[src/rtl/fetch_ctrl.sv]
// Program counter and fetch control in front of a 256-entry synchronous
// instruction memory: start/halt/stall handling, LUT branch redirects, inst_valid.
module fetch_ctrl #(
    parameter int PC_W   = 8,
    parameter int LUT_AW = 5
) (
    input  logic              clk,
    input  logic              reset,
    input  logic              start,
    input  logic              stall,
    input  logic              branch_taken,
    input  logic [LUT_AW-1:0] target_idx,
    input  logic              halt_req,
    input  logic              lut_we,
    input  logic [LUT_AW-1:0] lut_waddr,
    input  logic [PC_W-1:0]   lut_wdata,
    output logic [PC_W-1:0]   pc,
    output logic              inst_valid,
    output logic              running,
    output logic              done
);

    typedef enum logic [1:0] {
        IDLE   = 2'd0,
        RUN    = 2'd1,
        HALTED = 2'd2
    } state_t;

    state_t            state;
    logic              fetch_q;
    logic [PC_W-1:0]   lut [0:(1<<LUT_AW)-1];
    logic [PC_W-1:0]   target;

    // Combinational read sees the pre-write contents on a same-index write.
    assign target = lut[target_idx];

    always_ff @(posedge clk) begin
        if (lut_we) begin
            lut[lut_waddr] <= lut_wdata;
        end
    end

    always_ff @(posedge clk) begin
        if (reset) begin
            state      <= IDLE;
            pc         <= '0;
            fetch_q    <= 1'b0;
            inst_valid <= 1'b0;
            running    <= 1'b0;
            done       <= 1'b0;
        end else begin
            inst_valid <= 1'b0;
            case (state)
                IDLE, HALTED: begin
                    if (start) begin
                        state   <= RUN;
                        pc      <= '0;
                        fetch_q <= 1'b1;
                        running <= 1'b1;
                        done    <= 1'b0;
                    end
                end
                RUN: begin
                    // Halt or redirect kills the instruction already in flight.
                    inst_valid <= fetch_q && !halt_req && !branch_taken;
                    if (halt_req) begin
                        state   <= HALTED;
                        fetch_q <= 1'b0;
                        running <= 1'b0;
                        done    <= 1'b1;
                    end else if (branch_taken) begin
                        // The target fetch itself is committed: one-bubble penalty.
                        pc      <= target;
                        fetch_q <= 1'b1;
                    end else if (stall) begin
                        fetch_q <= 1'b0;
                    end else begin
                        pc      <= pc + PC_W'(1);
                        fetch_q <= 1'b1;
                    end
                end
                default: begin
                    state   <= IDLE;
                    fetch_q <= 1'b0;
                    running <= 1'b0;
                    done    <= 1'b0;
                end
            endcase
        end
    end

endmodule

[config.mk]
export PLATFORM = sky130hd
export DESIGN_NAME = fetch_ctrl
export DESIGN_NICKNAME = d
export VERILOG_FILES = /design/src/rtl/fetch_ctrl.sv
export SDC_FILE = /design/constraint.sdc
export NUM_CORES = 1
export LEC_CHECK = 0
export CAP_MARGIN = 20
export CORE_ASPECT_RATIO = 1.1
export CORE_MARGIN = 2
export CORE_UTILIZATION = 45
export DETAILED_ROUTE_END_ITERATION = 10
export PLACE_DENSITY_LB_ADDON = 0.25
export SLEW_MARGIN = 30
export SYNTH_ARGS = -nofsm -noshare
export SYNTH_HDL_FRONTEND = slang
export SYNTH_SLANG_ARGS = --single-unit
[constraint.sdc]
create_clock -name clk -period 2 [get_ports clk]
set_clock_uncertainty 0.05 [all_clocks]
set_input_delay 0.3 -clock clk [delete_from_list [all_inputs] [get_ports clk]]
set_output_delay 0.3 -clock clk [all_outputs]
set_load 0.005 [all_outputs]
==> flow_metrics.py <==
metrics = {
    "outcome": {
        "status": "finished clean",
    },
    "worst_setup_path": {
        "r2r-end": "pc[7]$_SDFFE_PP0P_",
        "r2r_start": "done$_SDFFE_PP0P_",
        "rrSetupSlack_ps": 100,
        "slowest_stage": "or4_1",
        "slowest_delay_ps": 650,
        "worstPathCellList": "nor2b_1 > nand3_1 > or4_1 > o221ai_1",
        "critPathTopFamily": "simple AND/OR/NAND/NOR gates",
        "crit_fanout": 6,
        "critPathBufInv": 0,
        "critPathCaptureType": "flip-flop",
        "reg2regPathDepth": 4,
        "worstPathRequired_ps": 2390,
        "critical_path_class": "reg -> reg",
        "start_kind": "flip-flop",
        "critPathArrivalTime_ps": 2290,
    },
    "clocking": {
        "numCtsBuffers": 26,
        "cts_sinks": 269,
        "cts_tree": "yes",
        "cts.htree.levels": 1,
        "clk_pin_slew_ps": 60,
        "cts.path.max_buffers": 3,
        "insertion_delay_ps": 520,
        "clock-root-buffer": "clkbuf_16",
        "post_cts_buffers": 0,
    },
    "yosys": {
        "synthTopCellsByCount": "256 x edfxtp_1, 112 x mux2i_1, 52 x a22oi_1",
        "yosysWarnings": 0,
        "synth.most_common_cell": "edfxtp_1",
        "yosys.area.top_type": "edfxtp_1",
        "synth_area_leaders": "edfxtp_1 71%, mux2i_1 10%, a22oi_1 3.6%",
        "synth_cell_types": 40,
        "ys_seq_area_frac": 0.737,
        "syn_avg_cell_area_um2": 16.8,
        "syn-cell-area_mm2": 0.0108,
        "synth_seq_cells": 269,
        "yosysTopAreaCellShare": 0.713,
        "synth-edff-count": 256,
        "ys.flop_type": "edfxtp_1",
        "syn-num-nets": 666,
        "async_flop_share": 0,
        "syn_inst": 640,
    },
    "power_and_ir_drop": {
        "switching_power_mw": 2.43,
        "p_clk_frac": 0.383,
        "comb_power_share": 0.070,
        "p_per_area_mw_per_mm2": 881,
        "power_frac_seq": 0.547,
        "switching_share": 0.212,
        "power_mw": 11.4,
        "leakage_nw": 4.61,
        "ir_drop_uv": 500,
        "internal_power_mw": 9.02,
    },
    "floorplan": {
        "core_mm2": 0.0236,
        "rows": 59,
        "start_util": 0.456,
        "fp.dieW_um": 152,
        "die-area_mm2": 0.0252,
        "die_h_um": 166,
        "io_pins": 36,
    },
    "routing": {
        "firstDrtPassIters": 5,
        "vias_per_cell": 5.77,
        "routed_wl_um": 25900,
        "wl_per_cell_um": 23.3,
        "drtIter0Drc": 625,
        "final_antenna_net_count": 0,
        "drc": 0,
        "via_count": 6408,
    },
    "placement": {
        "place_ws_ps": -719,
        "dp.cells": 1066,
        "hpwl_um": 17700,
        "gp_congestion": 0.970,
        "port-buffer-count": 35,
    },
    "min_path": {
        "whs_endpoint": "inst_valid$_SDFF_PP0_",
        "min_path_type": "reg -> reg",
        "holdPathStages": 2,
        "hold_start": "fetch_q$_SDFFE_PP0P_",
    },
    "timing": {
        "holdWs_ps": 392,
        "relSlewSlack": 0.629,
        "slew_violations": 0,
        "rsz0062_at_grt": "false",
        "finalWorstSetupSlack_ps": 101,
        "timing.fmax_mhz": 527,
        "min_period_ps": 1900,
        "tns_ps": 0,
        "finalHoldViolations": 0,
        "setup_violations": 0,
        "worst_slew_pin_slew_ps": 552,
        "post-route-period-util": 0.949,
    },
    "finish": {
        "diodes": 0,
        "final_cells": 1110,
        "n_fill_cell": 1861,
        "drive_gt1_frac": 0.212,
        "nNetsFinal": 815,
        "areaGrowthSynthToFinish_pct": 20.6,
    },
    "run": {
        "cap_violations": 0,
    },
    "grt": {
        "overflow": 0,
        "antenna_found_initial": 0,
        "grt_pass1_wl_um": 38800,
        "grt_pass1_vias": 6445,
        "grt_usage": 0.208,
        "grt_start_max_net_pins": 33,
    },
}
## worst register-to-register path, cell delays in order (launching register included)
cell and delay (ps):
dfxtp_1 340, nor2b_1 230, nand3_1 310, or4_1 650, o221ai_1 230
## sequential cells by signal, summed over array words and instances (netlist names)
| signal | flops |
|---|---|
| done | 1 |
| fetch_q | 1 |
| inst_valid | 1 |
| lut | 256 |
| pc | 8 |
| running | 1 |
| state | 1 |
## cell usage in the layout (no fill, tap or decap), types with 5 or more instances in the layout
master           count
a21oi_1             27
a221oi_1             5
a22oi_1             49
buf_4              115
clkbuf_16           27
clkdlybuf4s50_1     32
clkinv_1             6
clkinv_2             5
dfxtp_1             13
edfxtp_1           256
mux2i_1            112
mux4_2               8
nand2_1              8
nand3b_1             5
nor2_1              48
nor2b_1             11
nor3_1               5
o21ai_0              9
or4_1                5
## per-layer routing
layer / track usage / vias up / share of wire
met4: 0.0475 / 0 / 0.022
met1: 0.280 / 3234 / 0.41
met2: 0.357 / 279 / 0.50
met3: 0.0332 / 45 / 0.070
li1: - / 2850 / -
met5: 0 / - / 0
## metrics by stage
stage / utilization / instance area, um2
global route: 0.550 / 13000
CTS: 0.550 / 13000
floorplan: - / 10800
finish: 0.550 / 13000
detailed placement: 0.517 / 12200
global placement: 0.517 / 12200
## worst max-delay path by stage
stage | cells past startpoint | start | to
detailed placement | 8 | target_idx[2] | pc[3]$_SDFFE_PP0P_
global placement | 8 | target_idx[2] | pc[2]$_SDFFE_PP0P_
CTS | 4 | done$_SDFFE_PP0P_ | pc[7]$_SDFFE_PP0P_
floorplan | 7 | target_idx[1] | pc[5]$_SDFFE_PP0P_
finish | 4 | done$_SDFFE_PP0P_ | pc[7]$_SDFFE_PP0P_
global route | 4 | done$_SDFFE_PP0P_ | pc[7]$_SDFFE_PP0P_
## cell families (layout without fill, tap and decap cells)
| family | Yosys count | after routing | synth area share |
|---|---|---|---|
| AO/OA/AOI/OAI | 112 | 112 | 0.0710 |
| adder cells (fa/ha/maj) | 1 | 1 | 0.00116 |
| buffers and inverters | 32 | 197 | 0.0209 |
| flip-flops | 269 | 269 | 0.737 |
| multiplexers | 120 | 120 | 0.121 |
| AND/OR/NAND/NOR | 106 | 106 | 0.0492 |
## layout make-up
cell class | count | area (um2) | area share
clock buffer | 31 | 691 | 0.0531
clock inverter | 13 | 62.6 | 0.00481
multi-input combinational | 339 | 2630 | 0.203
sequential | 269 | 7950 | 0.611
tap | 305 | 382 | 0.0294
timing repair buffer | 153 | 1280 | 0.0987
## what timing repair did
action | 4_1_cts | 5_1_grt
resized for setup | 9 | 0
hold buffers | 0 | 0
endpoints found under the setup margin | 7 | 0
## power groups by stage
stage | sequential [mW] | combinational, mW | clock, mW
4_1_cts | 6.26 | 0.796 | 4.44
3_5_place_dp | 6.38 | 0.787 | 0
5_1_grt | 6.27 | 0.852 | 4.65
6_report | 6.26 | 0.799 | 4.39
2_1_floorplan | 6.38 | 0.365 | 0
3_3_place_gp | 6.38 | 0.773 | 0
Note: power is estimated with default switching activity, not from simulation.
